===== src/rtl/svnet_pipe_ctrl_pkg.sv =====
// Shared types and constants for the svnet_pipe_ctrl valid/ready pipeline controller.
package svnet_pipe_ctrl_pkg;

  typedef enum logic [1:0] {
    RUN     = 2'd0,
    DRAIN   = 2'd1,
    DRAINED = 2'd2
  } pipe_state_t;

  localparam int STAT_W = 32;

  // Saturating increment: holds at all-ones instead of wrapping to zero.
  function automatic logic [STAT_W-1:0] sat_inc(input logic [STAT_W-1:0] val);
    if (val == {STAT_W{1'b1}}) begin
      return val;
    end else begin
      return val + STAT_W'(1);
    end
  endfunction

endpackage


===== src/rtl/svnet_pipe_ctrl_stats.sv =====
// Output-side statistics for svnet_pipe_ctrl: saturating stall counter and wrapping
// completed-beat counter, both cleared by rst and flush.
module svnet_pipe_ctrl_stats
  import svnet_pipe_ctrl_pkg::*;
(
  input  logic              clk,
  input  logic              rst,
  input  logic              flush,
  input  logic              out_valid,
  input  logic              out_ready,
  output logic [STAT_W-1:0] stall_cycles,
  output logic [STAT_W-1:0] beats_out
);

  logic [STAT_W-1:0] stall_q, stall_d;
  logic [STAT_W-1:0] beats_q, beats_d;

  // Next-value logic; flush wins over any stall or emit in the same cycle.
  always_comb begin
    stall_d = stall_q;
    beats_d = beats_q;
    if (flush) begin
      stall_d = '0;
      beats_d = '0;
    end else begin
      if (out_valid && !out_ready) begin
        stall_d = sat_inc(stall_q);
      end else begin
        stall_d = stall_q;
      end
      if (out_valid && out_ready) begin
        beats_d = beats_q + STAT_W'(1);
      end else begin
        beats_d = beats_q;
      end
    end
  end

  // Counter registers.
  always_ff @(posedge clk) begin
    if (rst) begin
      stall_q <= '0;
      beats_q <= '0;
    end else begin
      stall_q <= stall_d;
      beats_q <= beats_d;
    end
  end

  assign stall_cycles = stall_q;
  assign beats_out    = beats_q;

endmodule


===== src/rtl/svnet_pipe_ctrl.sv =====
// Valid/ready flow controller for an external DEPTH-stage datapath pipeline.
// Optional output statistics are built when SVNET_PIPE_CTRL_STATS_EN is defined.
module svnet_pipe_ctrl
  import svnet_pipe_ctrl_pkg::*;
#(
  parameter int DEPTH = 2,
  parameter int CNT_W = $clog2(DEPTH + 1)
) (
  input  logic              clk,
  input  logic              rst,
  input  logic              in_valid,
  output logic              in_ready,
  output logic              out_valid,
  input  logic              out_ready,
  output logic [DEPTH-1:0]  stage_en,
  output logic [DEPTH-1:0]  stage_valid,
  input  logic              flush,
  input  logic              drain_req,
  output logic              drained,
  output logic [CNT_W-1:0]  occupancy,
  output logic [STAT_W-1:0] stall_cycles,
  output logic [STAT_W-1:0] beats_out
);

  generate
    if (DEPTH < 1 || DEPTH > 16) begin : g_bad_depth
      $error("svnet_pipe_ctrl: DEPTH must be in the range 1..16");
    end
  endgenerate

  logic [DEPTH-1:0] v_q, v_d;
  logic [DEPTH-1:0] en_s;
  logic [CNT_W-1:0] occ_q, occ_d;
  pipe_state_t      state_q, state_d;
  logic             in_ready_s;
  logic             accept_s;
  logic             emit_s;

  // A stage may load when it, or any stage ahead of it, is empty or the consumer takes.
  always_comb begin : p_enable
    logic chain_v;
    chain_v = out_ready;
    for (int i = DEPTH - 1; i >= 0; i--) begin
      chain_v = chain_v || !v_q[i];
      en_s[i] = chain_v;
    end
  end

  assign in_ready_s = en_s[0] && (state_q == RUN) && !flush;
  assign accept_s   = in_valid && in_ready_s;
  assign emit_s     = v_q[DEPTH-1] && out_ready;

  // Valid-bit shift with hold on disabled stages; flush empties everything.
  always_comb begin
    v_d = v_q;
    if (flush) begin
      v_d = '0;
    end else begin
      for (int i = DEPTH - 1; i >= 1; i--) begin
        if (en_s[i]) begin
          v_d[i] = v_q[i-1];
        end else begin
          v_d[i] = v_q[i];
        end
      end
      if (en_s[0]) begin
        v_d[0] = accept_s;
      end else begin
        v_d[0] = v_q[0];
      end
    end
  end

  // Occupancy tracks accepts minus emits; simultaneous accept and emit cancel.
  always_comb begin
    if (flush) begin
      occ_d = '0;
    end else begin
      occ_d = occ_q + CNT_W'(accept_s) - CNT_W'(emit_s);
    end
  end

  // Drain sequencing: a dropped drain_req always returns to RUN.
  always_comb begin
    state_d = state_q;
    case (state_q)
      RUN: begin
        if (drain_req) begin
          state_d = DRAIN;
        end else begin
          state_d = RUN;
        end
      end
      DRAIN: begin
        if (!drain_req) begin
          state_d = RUN;
        end else if ((occ_q == '0) || flush) begin
          state_d = DRAINED;
        end else begin
          state_d = DRAIN;
        end
      end
      DRAINED: begin
        if (!drain_req) begin
          state_d = RUN;
        end else begin
          state_d = DRAINED;
        end
      end
      default: begin
        state_d = RUN;
      end
    endcase
  end

  // Control state registers.
  always_ff @(posedge clk) begin
    if (rst) begin
      v_q     <= '0;
      occ_q   <= '0;
      state_q <= RUN;
    end else begin
      v_q     <= v_d;
      occ_q   <= occ_d;
      state_q <= state_d;
    end
  end

  assign in_ready    = in_ready_s;
  assign out_valid   = v_q[DEPTH-1];
  assign stage_en    = en_s;
  assign stage_valid = v_q;
  assign occupancy   = occ_q;
  assign drained     = (state_q == DRAINED);

`ifdef SVNET_PIPE_CTRL_STATS_EN
  svnet_pipe_ctrl_stats u_stats (
    .clk          (clk),
    .rst          (rst),
    .flush        (flush),
    .out_valid    (v_q[DEPTH-1]),
    .out_ready    (out_ready),
    .stall_cycles (stall_cycles),
    .beats_out    (beats_out)
  );
`else
  assign stall_cycles = '0;
  assign beats_out    = '0;
`endif

endmodule

===== config.mk =====
export PLATFORM = sky130hd
export DESIGN_NAME = svnet_pipe_ctrl
export DESIGN_NICKNAME = d
export VERILOG_FILES = /design/src/rtl/svnet_pipe_ctrl_pkg.sv /design/src/rtl/svnet_pipe_ctrl_stats.sv /design/src/rtl/svnet_pipe_ctrl.sv
export SDC_FILE = /design/constraint.sdc
export NUM_CORES = 1
export LEC_CHECK = 0
export ABC_AREA = 1
export CAP_MARGIN = 15
export CORE_ASPECT_RATIO = 1.1
export CORE_MARGIN = 1.5
export CORE_UTILIZATION = 27
export CTS_BUF_LIST = sky130_fd_sc_hd__clkbuf_4 sky130_fd_sc_hd__clkbuf_8 sky130_fd_sc_hd__clkbuf_16
export CTS_CLUSTER_DIAMETER = 200
export CTS_CLUSTER_SIZE = 14
export DETAILED_ROUTE_END_ITERATION = 10
export PLACE_DENSITY = 0.8
export REMOVE_ABC_BUFFERS = 1
export SLEW_MARGIN = 30
export SYNTH_ARGS = -nofsm -noshare
export SYNTH_HDL_FRONTEND = slang
export SYNTH_SLANG_ARGS = --single-unit

===== constraint.sdc =====
create_clock -name clk -period 1.3 [get_ports clk]
set_input_delay 0.13 -clock clk [delete_from_list [all_inputs] [get_ports clk]]
set_output_delay 0.13 -clock clk [all_outputs]
set_load 0.02 [all_outputs]

==> metrics.md <==
| Metric | Value |
|---|---|
| CTS max path bufs | `2` |
| Worst path slowest cell | `dfxtp_2` |
| Critical Path RT | `about 1.5 ns` |
| Most common cell on crit path | `inv_2` |
| Die area | `0.00338 mm2` |
| Clock skew | `0.000427 ns` |
| Fill count | `319` |
| Worst vdd ir | `464 uV` |
| Wire per inst | `around 6.8 um` |
| Top-area cell type share of the netlist area | `about three fifths` |
| CTS tree | `yes` |
| Syn. warnings | `0` |
| Buffers on Ports | `14` |
| Worst-Skew Late Latency | `0.24 ns` |
| Drt via density | `3.18` |
| Global Route Usage Sum | `between 5 and 6%` |
| Sink Count | `6` |
| Min-Delay Startpoint | `flush` |
| Max-cap viol count | `0` |
| Area growth, synth to finish | `8.68%` |
| Vias in the first global route | `between 300 and 400` |
| Die Wd | `about 56 um` |
| Arrival @ worst endpoint | `between 1.5 and 2 ns` |
| Final hold violations | `0` |
| Critical path cell sequence | `inv_2 -> nand3_4 -> a31oi_4 -> nand2_1 -> ha_1 -> inv_2 -> ha_4 -> inv_2 -> nand2_2 -> a21oi_2` |
| Synthesized cell area | `between 800 and 900 um2` |
| Root Buffer Master | `clkbuf_4` |
| Placed Instance Area | `about 800 um2` |
| ANT cells | `0` |
| Status | `finished with violations` |
| I/O pins | `slightly below 80` |
| Post-Route Hold Slack | `roughly 0.31 ns` |
| Commonest non-fill, non-tap cell in the layout | `conb_1` |
| Synth Register Bits | `6` |
| Syn Area/Cell | `7.15 um2` |
| Htree depth | `1` |
| Worst hold-check path type | `in2reg` |
| Slew Limit Fails | `0` |
| Worst Setup Start Kind | `register` |
| First-pass GRT wire length | `roughly 1300 um` |
| Initial Utilization | `a little under 30%` |
| Worst Setup Slack, final | `-0.172 ns` |
| Synth top area cells | `buf_4 60%, dfxtp_1 15%, inv_1 6.4%, nand2_1 4.6%, ha_1 3.0%` |
| Setup CP Type | `reg2reg` |
| Unrepaired setup endpoints after global routing | `yes` |
| Inserted Clock Buffers | `3` |
| Mapped Cells | `around 120` |
| Starting DRC count in detailed routing | `2` |
| Core Area | `0.00283 mm2` |
| Nets | `around 150` |
| Synth cell types | `13` |
| Worst Hold Depth | `4` |
| Initial antenna violation count | `0` |
| Place WS | `-0.462 ns` |
| CP Max Fanout | `2` |
| Die height | `between 60 and 70 um` |
| Most frequent cells in the layout | `64 x conb_1, 14 x buf_4, 9 x inv_1` |
| Critical path origin | `state_q[1]` |
| Peak Freq | `between 600 and 700 MHz` |
| DR DRC count | `0` |
| TritonRoute pass-1 iters | `2` |
| Setup violators final | `3` |
| Leak pwr | `~0.00052 uW` |
| Gpl congestion | `between 0.7 and 0.8` |
| Seq/Total Area, Yosys | `between 10 and 15%` |
| Design area | `between 800 and 900 um2` |
| CP max stage delay | `between 0.3 and 0.4 ns` |
| Largest net degree at the start of global routing | `5` |
| Total vias in the final route | `~560` |
| Reg2Reg Depth | `10` |
| Final ANT Viol Nets | `0` |
| Period utilization | `113%` |
| Gr ovfl total | `0` |
| PwrDens | `720 mW/mm2` |
| Clock slew at reported path FFs | `about 0.04 ns` |
| Total wire length | `1200 um` |
| Endpoint class of the critical path | `register` |
| DP HPWL | `938 um` |
| R2R Path Start | `state_q[1]` |
| Site Rows | `20` |
| Leading area contributor after synthesis | `buf_4` |
| Failing checks | `setup timing` |
| Fin crit period | `1.47 ns` |
| Layout cells sized above 1 | `between 20% and 30%` |
[Yosys cell counts]
library cell,count
nand2_1,10
dfxtp_1,6
ha_1,2
conb_1,1
nand3_1,4
a21oi_1,4
a31oi_2,1
inv_1,14
nand3_2,1
nor2_1,2
buf_4,66
o21ai_1,2
inv_2,2
[repair_timing]
item                       in CTS  in global routing
gates resized for setup        20                 22
buffers inserted                3                  3
pin swaps                       4                  6
hold buffers                    0                  0
setup endpoints to repair      11                  4
[flip-flops by register name (all words and copies together), names as in the netlist]
signal	count
stage_valid	2
occupancy	2
state_q	2
[layout make-up]
class / count / area, um2 / area share, %
multi-input cells: 90 / 425 / 47.6
clock buffers: 3 / 22.5 / 2.52
repair buffers: 27 / 221 / 24.8
inverters: 16 / 60.1 / 6.72
well taps: 33 / 41.3 / 4.62
flip-flops and latches: 6 / 123 / 13.7
[per-stage QoR]
| step | total power [uW] | setup TNS (ns) | cells | util (%) |
|---|---|---|---|---|
| 2_1_floorplan | 394 | -0.733 | 112 | - |
| 3_3_place_gp | 443 | -1.81 | 166 | 28.2 |
| 3_5_place_dp | 445 | -1.90 | 166 | 28.2 |
| 4_1_cts | 622 | -0.394 | 172 | 29.5 |
| 5_1_grt | 679 | -0.606 | 175 | 31.6 |
| 6_report | 643 | -0.357 | 175 | 31.6 |
[worst max-delay path, delay by kind of cell, from the launching register on]
kind,cells,cell delay [ns]
adder cells (fa/ha/maj),2,0.45
AO/OA/AOI/OAI,2,0.27
AND/OR/NAND/NOR,3,0.20
flip-flops,1,0.32
buffers and inverters,3,0.17
[kinds of logic (layout without fill, tap and decap cells)]
kind of cell,after synthesis,count (layout),share of synthesized area [%]
flops,6,6,14.6
other cells,1,64,0.456
buf+inv,82,46,67.6
fa+ha+maj,2,2,3.04
simple gates,17,17,9.13
compound gates,7,7,5.17
[final timing paths]
| check | to | slack, ns |
|---|---|---|
| max | occupancy[1] | -0.17 |
| min | stage_valid[0] | 0.31 |
| max reg2reg | occupancy[1] | -0.17 |
| min reg2reg | state_q[1] | 0.49 |
[where the power goes]
part / switching (uW) / total, uW / internal, uW
registers: 5.08 / 196 / 191
logic: 213 / 276 / 62.9
clock network: 66.5 / 171 / 104
total: 285 / 643 / 358
[per-layer routing]
metal	wire (um)	GRT usage [%]	up-vias
li1	-	-	270
met1	361	4.20	235
met3	148	1.92	4
met2	657	9.69	47
met5	0	0	-
met4	28	6.97	0
No activity file was read; power rests on OpenSTA's default activity.
